--- src/rtl/axi_lite_pkg.sv ---
// Shared types and constants for the AXI-Lite register slave.
package axi_lite_pkg;

    typedef enum logic [1:0] {
        RESP_OKAY   = 2'b00,
        RESP_SLVERR = 2'b10
    } resp_t;

    localparam int unsigned NUM_REGS = 4;

    localparam logic [3:0] REG_ADDR_0 = 4'h0;
    localparam logic [3:0] REG_ADDR_1 = 4'h4;
    localparam logic [3:0] REG_ADDR_2 = 4'h8;
    localparam logic [3:0] REG_ADDR_3 = 4'hC;

endpackage

--- src/rtl/axi_lite_reg_bank.sv ---
// Four 32-bit software registers: byte-strobed write port, combinational read, flat export.
module axi_lite_reg_bank
    import axi_lite_pkg::*;
(
    input  logic                     clk,
    input  logic                     rst,
    input  logic                     we,
    input  logic [1:0]               widx,
    input  logic [31:0]              wdata,
    input  logic [3:0]               wstrb,
    input  logic [1:0]               ridx,
    output logic [31:0]              rdata,
    output logic [NUM_REGS*32-1:0]   reg_q
);

    logic [31:0] regs_q [NUM_REGS];
    logic [31:0] regs_d [NUM_REGS];

    always_comb begin
        regs_d = regs_q;
        if (we) begin
            for (int unsigned b = 0; b < 4; b++) begin
                if (wstrb[b]) begin
                    regs_d[widx][8*b +: 8] = wdata[8*b +: 8];
                end
            end
        end
    end

    always_ff @(posedge clk or posedge rst) begin
        if (rst) begin
            for (int unsigned k = 0; k < NUM_REGS; k++) begin
                regs_q[k] <= '0;
            end
        end else begin
            regs_q <= regs_d;
        end
    end

    // Reads see the pre-write value when a commit lands on the same edge.
    assign rdata = regs_q[ridx];

    always_comb begin
        reg_q = '0;
        for (int unsigned k = 0; k < NUM_REGS; k++) begin
            reg_q[32*k +: 32] = regs_q[k];
        end
    end

endmodule

--- src/rtl/axi_lite_reg_slave.sv ---
// AXI-Lite slave exposing four 32-bit registers; AW and W are accepted independently
// and held until both are present, then committed with a single B response.
module axi_lite_reg_slave
    import axi_lite_pkg::*;
#(
    parameter int unsigned ADDR_WIDTH = 32,
    parameter int unsigned DATA_WIDTH = 32
) (
    input  logic                      A_CLK,
    input  logic                      A_RESET,
    input  logic [ADDR_WIDTH-1:0]     AW_ADDR,
    input  logic                      AW_VALID,
    output logic                      AW_READY,
    input  logic [DATA_WIDTH-1:0]     W_DATA,
    input  logic [DATA_WIDTH/8-1:0]   W_STRB,
    input  logic                      W_VALID,
    output logic                      W_READY,
    output logic [1:0]                B_RESP,
    output logic                      B_VALID,
    input  logic                      B_READY,
    input  logic [ADDR_WIDTH-1:0]     AR_ADDR,
    input  logic                      AR_VALID,
    output logic                      AR_READY,
    output logic [DATA_WIDTH-1:0]     R_DATA,
    output logic [1:0]                R_RESP,
    output logic                      R_VALID,
    input  logic                      R_READY,
    output logic [4*DATA_WIDTH-1:0]   REG_Q
);

    if (DATA_WIDTH != 32) begin : g_width_check
        $error("axi_lite_reg_slave supports DATA_WIDTH == 32 only");
    end

    function automatic logic addr_ok(input logic [ADDR_WIDTH-1:0] a);
        return (a[ADDR_WIDTH-1:4] == '0) && (a[1:0] == 2'b00);
    endfunction

    logic                    aw_held_q, aw_held_d;
    logic [ADDR_WIDTH-1:0]   aw_addr_q, aw_addr_d;
    logic                    w_held_q, w_held_d;
    logic [DATA_WIDTH-1:0]   w_data_q, w_data_d;
    logic [DATA_WIDTH/8-1:0] w_strb_q, w_strb_d;
    logic                    b_valid_q, b_valid_d;
    resp_t                   b_resp_q, b_resp_d;
    logic                    r_valid_q, r_valid_d;
    resp_t                   r_resp_q, r_resp_d;
    logic [DATA_WIDTH-1:0]   r_data_q, r_data_d;

    logic                    aw_hs, w_hs, ar_hs, commit, wr_ok, rd_ok;
    logic [ADDR_WIDTH-1:0]   wr_addr;
    logic [DATA_WIDTH-1:0]   wr_data, bank_rdata;
    logic [DATA_WIDTH/8-1:0] wr_strb;

    assign AW_READY = !aw_held_q && !b_valid_q;
    assign W_READY  = !w_held_q && !b_valid_q;
    assign AR_READY = !r_valid_q;

    assign aw_hs  = AW_VALID && AW_READY;
    assign w_hs   = W_VALID && W_READY;
    assign ar_hs  = AR_VALID && AR_READY;
    assign commit = (aw_held_q || aw_hs) && (w_held_q || w_hs);

    // Held beats take priority; otherwise the beat handshaking this cycle is used directly.
    assign wr_addr = aw_held_q ? aw_addr_q : AW_ADDR;
    assign wr_data = w_held_q ? w_data_q : W_DATA;
    assign wr_strb = w_held_q ? w_strb_q : W_STRB;
    assign wr_ok   = addr_ok(wr_addr);
    assign rd_ok   = addr_ok(AR_ADDR);

    always_comb begin
        aw_held_d = aw_held_q;
        aw_addr_d = aw_addr_q;
        w_held_d  = w_held_q;
        w_data_d  = w_data_q;
        w_strb_d  = w_strb_q;
        b_valid_d = b_valid_q;
        b_resp_d  = b_resp_q;
        r_valid_d = r_valid_q;
        r_resp_d  = r_resp_q;
        r_data_d  = r_data_q;

        if (b_valid_q && B_READY) begin
            b_valid_d = 1'b0;
        end
        if (commit) begin
            aw_held_d = 1'b0;
            w_held_d  = 1'b0;
            b_valid_d = 1'b1;
            if (wr_ok) b_resp_d = RESP_OKAY;
            else       b_resp_d = RESP_SLVERR;
        end else begin
            if (aw_hs) begin
                aw_held_d = 1'b1;
                aw_addr_d = AW_ADDR;
            end
            if (w_hs) begin
                w_held_d = 1'b1;
                w_data_d = W_DATA;
                w_strb_d = W_STRB;
            end
        end

        if (ar_hs) begin
            r_valid_d = 1'b1;
            if (rd_ok) begin
                r_resp_d = RESP_OKAY;
                r_data_d = bank_rdata;
            end else begin
                r_resp_d = RESP_SLVERR;
                r_data_d = '0;
            end
        end else if (r_valid_q && R_READY) begin
            r_valid_d = 1'b0;
        end
    end

    always_ff @(posedge A_CLK or posedge A_RESET) begin
        if (A_RESET) begin
            aw_held_q <= 1'b0;
            aw_addr_q <= '0;
            w_held_q  <= 1'b0;
            w_data_q  <= '0;
            w_strb_q  <= '0;
            b_valid_q <= 1'b0;
            b_resp_q  <= RESP_OKAY;
            r_valid_q <= 1'b0;
            r_resp_q  <= RESP_OKAY;
            r_data_q  <= '0;
        end else begin
            aw_held_q <= aw_held_d;
            aw_addr_q <= aw_addr_d;
            w_held_q  <= w_held_d;
            w_data_q  <= w_data_d;
            w_strb_q  <= w_strb_d;
            b_valid_q <= b_valid_d;
            b_resp_q  <= b_resp_d;
            r_valid_q <= r_valid_d;
            r_resp_q  <= r_resp_d;
            r_data_q  <= r_data_d;
        end
    end

    assign B_VALID = b_valid_q;
    assign B_RESP  = b_resp_q;
    assign R_VALID = r_valid_q;
    assign R_RESP  = r_resp_q;
    assign R_DATA  = r_data_q;

    axi_lite_reg_bank u_bank (
        .clk   (A_CLK),
        .rst   (A_RESET),
        .we    (commit && wr_ok),
        .widx  (wr_addr[3:2]),
        .wdata (wr_data),
        .wstrb (wr_strb),
        .ridx  (AR_ADDR[3:2]),
        .rdata (bank_rdata),
        .reg_q (REG_Q)
    );

endmodule

--- config.mk ---
export PLATFORM = sky130hd
export DESIGN_NAME = axi_lite_reg_slave
export DESIGN_NICKNAME = d
export VERILOG_FILES = /design/src/rtl/axi_lite_pkg.sv /design/src/rtl/axi_lite_reg_bank.sv /design/src/rtl/axi_lite_reg_slave.sv
export SDC_FILE = /design/constraint.sdc
export NUM_CORES = 1
export LEC_CHECK = 0
export CORE_ASPECT_RATIO = 1.25
export CORE_MARGIN = 2
export CORE_UTILIZATION = 45
export CTS_CLUSTER_DIAMETER = 80
export DETAILED_ROUTE_END_ITERATION = 8
export GPL_TIMING_DRIVEN = 0
export PLACE_DENSITY = 0.75
export SLEW_MARGIN = 10
export SYNTH_ARGS = -nofsm -noshare
export SYNTH_HDL_FRONTEND = slang
export SYNTH_SLANG_ARGS = --single-unit
--- constraint.sdc ---
create_clock -name A_CLK -period 10.2 [get_ports A_CLK]
set_input_delay 2.04 -clock A_CLK [delete_from_list [all_inputs] [get_ports A_CLK]]
set_output_delay 2.04 -clock A_CLK [all_outputs]
set_load 0.01 [all_outputs]
# Word-level counts from Yosys, hierarchy flattened
# Cells that the tools add are included.
[classes] n_eq_ne=0 bitwise_logic=3 n_mux=36 add_sub_neg=0 n_mul=0 n_reduce_logical=28 div=0 order_cmp=3 n_shift=0
[ops] op="$mux 128" n=7
[ops] op="$bwmux 128" n=4
[ops] op="$demux 32 s2" n=4
[ops] op="$mux 32" n=6
[ops] op="$bmux 32 s2" n=1
[ops] op="$logic_not 28->1" n=2
[ops] op="$mux 24" n=1
[ops] op="$mux 16" n=1
[ops] op="$logic_and 1x1->1" n=12
[ops] op="$mux 1" n=8
[ops] op="$mux 8" n=1
[ops] op="$reduce_bool 2->1" n=4
[ops] op="$ge 3x3->1 const B" n=2
[ops] op="$not 2->3" n=2
[ops] op="$logic_not 1->1" n=4
[ops] op="$logic_not 2->1" n=2
[ops] op="$mux 2" n=2
[ops] op="$mux 4" n=1
[ops] op="$reduce_and 2->1" n=2
[ops] op="$lt 3x1->1 const B" n=1
[ops] op="$logic_or 1x1->1" n=2
[ops] op="$not 1->1" n=1
[totals] output_inout_bits=169 ram_bits=0 ff_bits=236 n_memories=0 latchBits=0 rom_bits=0

# Logic depth before layout (Yosys ltp)
[depth] ltp_word=17 depth_mapped=7 ltp_nobuf=5

# Hierarchy
# From an unflattened synthesis, not the netlist that was laid out.
[unflattened] cells_unflattened=646 area_unflattened_um2=10328.7
[modules_own_cells] mod="axi_lite_reg_bank" area_per_inst_um2=5700.5 instances=1 cells_per_inst=321 seq_area_each_um2=3203.1
[modules_own_cells] mod="axi_lite_reg_slave" area_per_inst_um2=4628.2 instances=1 cells_per_inst=325 seq_area_each_um2=2652.5

# Worst setup path after synthesis
# Ideal clock, no wire load.
[synth_timing] path_type="input-to-reg" start="in AW_VALID" end="reg u_bank.regs_q (netlist bit u_bank.reg_q[112])" arrival_ns=3.400 stages=6 setup_time_ns=0.125 n_path_buf=1 path_slack_ns=6.675 path_cell_list="nor2b_1 > o22ai_2 > a21oi_1 > and4_1 > buf_4 > mux2_2"
[synth_via] elab_chain_len=4
[synth_rtl] item="from (decl)" line="axi_lite_reg_slave.sv:12" text="input logic AW_VALID,"
[synth_rtl] item="$logic_and 1x1->1" line="axi_lite_reg_slave.sv:59" text="assign aw_hs = AW_VALID && AW_READY;"
[synth_rtl] item="$logic_or 1x1->1" line="axi_lite_reg_slave.sv:62" text="assign commit = (aw_held_q || aw_hs) && (w_held_q || w_hs);"
[synth_rtl] item="$logic_and 1x1->1" line="axi_lite_reg_slave.sv:62"
[synth_rtl] item="$logic_and 1x1->1" line="axi_lite_reg_slave.sv:153" text=".we (commit && wr_ok),"
[synth_rtl] item="to (signal assigned)" line="axi_lite_reg_bank.sv:36" text="regs_q <= regs_d;"
[synth_rtl] item="to (decl)" line="axi_lite_reg_bank.sv:16" text="logic [31:0] regs_q [NUM_REGS];"
# Every way passes these cells.
# A chain may end at the register's enable or synchronous reset.

# Worst setup path after layout
[layout_timing] start="reg w_held_q" end="out W_READY"
[layout_via] elab_chain_len=2
[layout_rtl] item="from (decl)" line="axi_lite_reg_slave.sv:41" text="logic w_held_q, w_held_d;"
[layout_rtl] item="from (signal assigned)" line="axi_lite_reg_slave.sv:133" text="w_held_q <= w_held_d;"
[layout_rtl] item="$logic_not 1->1" line="axi_lite_reg_slave.sv:56" text="assign W_READY = !w_held_q && !b_valid_q;"
[layout_rtl] item="$logic_and 1x1->1" line="axi_lite_reg_slave.sv:56"
[layout_rtl] item="to (decl)" line="axi_lite_reg_slave.sv:17" text="output logic W_READY,"
# Every way passes these cells.

==> flow_summary.ini <==
[status]
run_status = complete, but fails checks
violations = DRC

[floorplan]
initial_utilization_pct = 45.54
core_area_um2 = 22880
dieWidth_um = 140.1
placement_rows = 62
boundaryPins = 276
die_y_um = 174.2
die_area_um2 = 24400

[routing]
drt_iter0_drc = 250
wl_mm = 27.60
detail_route.vias_per_cell = 5.347
drt_pre_antenna_iters = 8
drc_errors = 20
route.antenna.remaining_nets = 0
routed_wire_length_per_instance_um = 20.72
vias = 7122

[clocking]
tritoncts_num_sinks = 234
cts_inserted_buffers = 24
cts-root-buf = sky130_fd_sc_hd__clkbuf_16
cts_setup_buffers = 0
hold_buffers = 0
path_clk_slew_ns = 0.06
insertion_delay_ns = 0.52
clk_path_buf_depth = 3
htreeDepth = 1
cts_tree = built
post_cts_sizing = 0

[cells_and_area]
final_net_count = 1133
final_cell_area_um2 = 14330
flow.area_growth_from_synthesis_pct = 37.47
finish.utilization_pct = 62.61
post_route_cells_drive_above_1_share_pct = 32.50
fillerInstances = 1800

[grt]
grt_remaining_overflow = 0
number_of_antenna_violations_at_the_first_check_in_global_routing = 1
grt_start_max_net_pins = 117
grt_use_total_pct = 22.74
first_global_vias = 7496
grt_pass1_wl_mm = 43.28

[yosys]
yosys_register_bits = 234
postSynth.topFlopCell = sky130_fd_sc_hd__dfrtp_1
syn-instance-count = 726
synthDistinctLibCells = 35
yosysSeqAreaShare_pct = 56.18
post_synth_instance_area_um2 = 10420
number_of_enable_type_register_cells_in_the_synthesized_netlist = 0
synthesis.yosys.warnings = 0
share_of_flip_flops_with_an_asynchronous_set_or_reset_after_synthesis_pct = 100.0
avgSynthCellArea_um2 = 14.36

[placed_design]
gp_congestion = 0.7763
placement.io_buffers = 271
instance_area_at_placement_um2 = 13560
dp.final_hpwl_mm = 20.03
dp_worst_setup_slack_ns = 5.642

[sta]
totalNegativeSetupSlack_ns = 0
maxSlewViolCount = 0
maxClockFrequency_ghz = 0.2173
final_min_period_over_clock_period_pct = 45.12
worst-slew-pin-transition_ns = 0.8951
clock_skew_ns = 0.02020
final_number_of_setup_violating_endpoints = 0
fin_ws_ns = 5.598
time_the_final_worst_path_needs_with_i_o_delays_and_setup_ns = 4.602
report.final.hold_viol_count = 0
rsz0062_at_grt = no
timing.max_slew.rel_slack_pct = 40.33

[setup_path]
cp_data_arrival_time_ns = 2.56
cp-start-kind = flip-flop
critical_path_peak_fanout = 10
worstPathRequired_ns = 8.16
timing_worst_setup_path_type = flip-flop to output pin
timing.critical_path.to_type = output pin

[flow_run]
max_cap_violations = 0

[worst_hold_path]
holdCritPathClass = flip-flop to flip-flop

[pwr]
power_density_nw_per_um2 = 176.6
max-vdd-ir-drop_v = 0.0001110
power_mw = 2.530
leakage_nw = 6.290
-- area by class of cell --
class                      instances  area, um2  share of cell area (%)
clock inverter                     9      53.80                  0.3755
antenna                            1      2.502                 0.01747
sequential                       234       5856                   40.87
clock buffer                      34      709.4                   4.952
buffer                            34      176.4                   1.231
multi-input combinational        421       4252                   29.67
inverter                          38      150.1                   1.048
timing repair buffer             273       2768                   19.32
tap                              288      360.3                   2.515
-- layer usage --
| metal | GRT usage [%] | part of all wire [%] |
|---|---|---|
| met1 | 28.84 | 41 |
| met2 | 40.50 | 52 |
| met3 | 3.554 | 5.1 |
| met4 | 6.481 | 2.6 |
| met5 | 0 | 0 |
-- worst max-delay path, cell delays in order, from the launching register on --
cell	delay (ns)
sky130_fd_sc_hd__dfrtp_1	0.43
sky130_fd_sc_hd__buf_2	0.31
sky130_fd_sc_hd__buf_1	0.69
sky130_fd_sc_hd__nor2_1	0.12
sky130_fd_sc_hd__clkdlybuf4s50_1	0.51
-- flip-flops by register name, summed over array words and instances (netlist names) --
| name | cells |
|---|---|
| u_bank.reg_q | 128 |
| R_DATA | 32 |
| aw_addr_q | 32 |
| w_data_q | 32 |
| w_strb_q | 4 |
| B_RESP | 1 |
| B_VALID | 1 |
| R_RESP | 1 |
| R_VALID | 1 |
| aw_held_q | 1 |
| w_held_q | 1 |
-- where the power goes --
group / switching, mW / total (mW) / internal [mW]
clock network: 0.356 / 0.840 / 0.485
logic: 0.238 / 0.525 / 0.287
registers: 0.0834 / 1.16 / 1.08
total: 0.677 / 2.53 / 1.85
-- stage by stage --
step,hold WS [ns],std cells
5_1_grt,0.5075,1332
4_1_cts,0.4827,1331
2_1_floorplan,0.4737,727
3_5_place_dp,0.4699,1288
6_report,0.4777,1332
3_3_place_gp,0.4626,1286
-- worst paths after layout --
kind | from | cells after the start | slack [ns] | end
min | R_DATA[14]$_DFFE_PP0P_ | 2 | 0.48 | R_DATA[14]$_DFFE_PP0P_
min reg2reg | R_DATA[14]$_DFFE_PP0P_ | 2 | 0.48 | R_DATA[14]$_DFFE_PP0P_
max in group asynchronous | A_RESET | 4 | 7.08 | R_DATA[21]$_DFFE_PP0P_
min in group asynchronous | A_RESET | 2 | 1.87 | R_VALID$_DFFE_PP0P_
max reg2reg | B_VALID$_DFFE_PP0P_ | 6 | 7.81 | u_bank.reg_q[115]$_DFFE_PP0P_
max | w_held_q$_DFFE_PP0P_ | 4 | 5.60 | W_READY
-- cell families (layout without fill, tap and decap cells) --
family	after synthesis	in the layout	share of synthesized area, %
mux	264	264	31.93
compound gates	48	48	2.713
simple gates	107	107	6.074
other cells	1	3	0.03598
flops	234	234	56.18
buf+inv	72	388	3.061
-- cells in the final DEF, fill, tap and decap left out, types with 5 or more instances in the layout --
cell type,netlist,routed
sky130_fd_sc_hd__nor3_1,7,7
sky130_fd_sc_hd__mux2_2,228,228
sky130_fd_sc_hd__clkbuf_16,0,25
sky130_fd_sc_hd__dfrtp_1,234,234
sky130_fd_sc_hd__clkbuf_1,12,16
sky130_fd_sc_hd__o21ai_1,5,5
sky130_fd_sc_hd__nor2_1,12,12
sky130_fd_sc_hd__mux4_2,32,32
sky130_fd_sc_hd__buf_4,8,8
sky130_fd_sc_hd__clkdlybuf4s50_1,0,271
sky130_fd_sc_hd__clkbuf_8,0,5
sky130_fd_sc_hd__o21ai_0,29,29
sky130_fd_sc_hd__inv_1,38,37
sky130_fd_sc_hd__nor4_1,16,16
sky130_fd_sc_hd__nand2_1,36,36
sky130_fd_sc_hd__clkinv_2,0,6
sky130_fd_sc_hd__buf_2,9,9
sky130_fd_sc_hd__nand4_1,5,5
sky130_fd_sc_hd__nand4_2,9,9
-- synth_stat cells (7+ instances only) --
master                     count  area [um2]
sky130_fd_sc_hd__nand2_1      36       135.1
sky130_fd_sc_hd__o21ai_0      29       145.1
sky130_fd_sc_hd__buf_4         8       60.06
sky130_fd_sc_hd__nor2_1       12       45.04
sky130_fd_sc_hd__buf_2         9       45.04
sky130_fd_sc_hd__mux2_2      228        2567
sky130_fd_sc_hd__nor3_1        7       35.03
sky130_fd_sc_hd__inv_1        38       142.6
sky130_fd_sc_hd__dfrtp_1     234        5856
sky130_fd_sc_hd__nor4_1       16       100.1
sky130_fd_sc_hd__clkbuf_1     12       45.04
sky130_fd_sc_hd__mux4_2       32       720.7
sky130_fd_sc_hd__nand4_2       9       112.6
(Power assumes the default switching activity.)
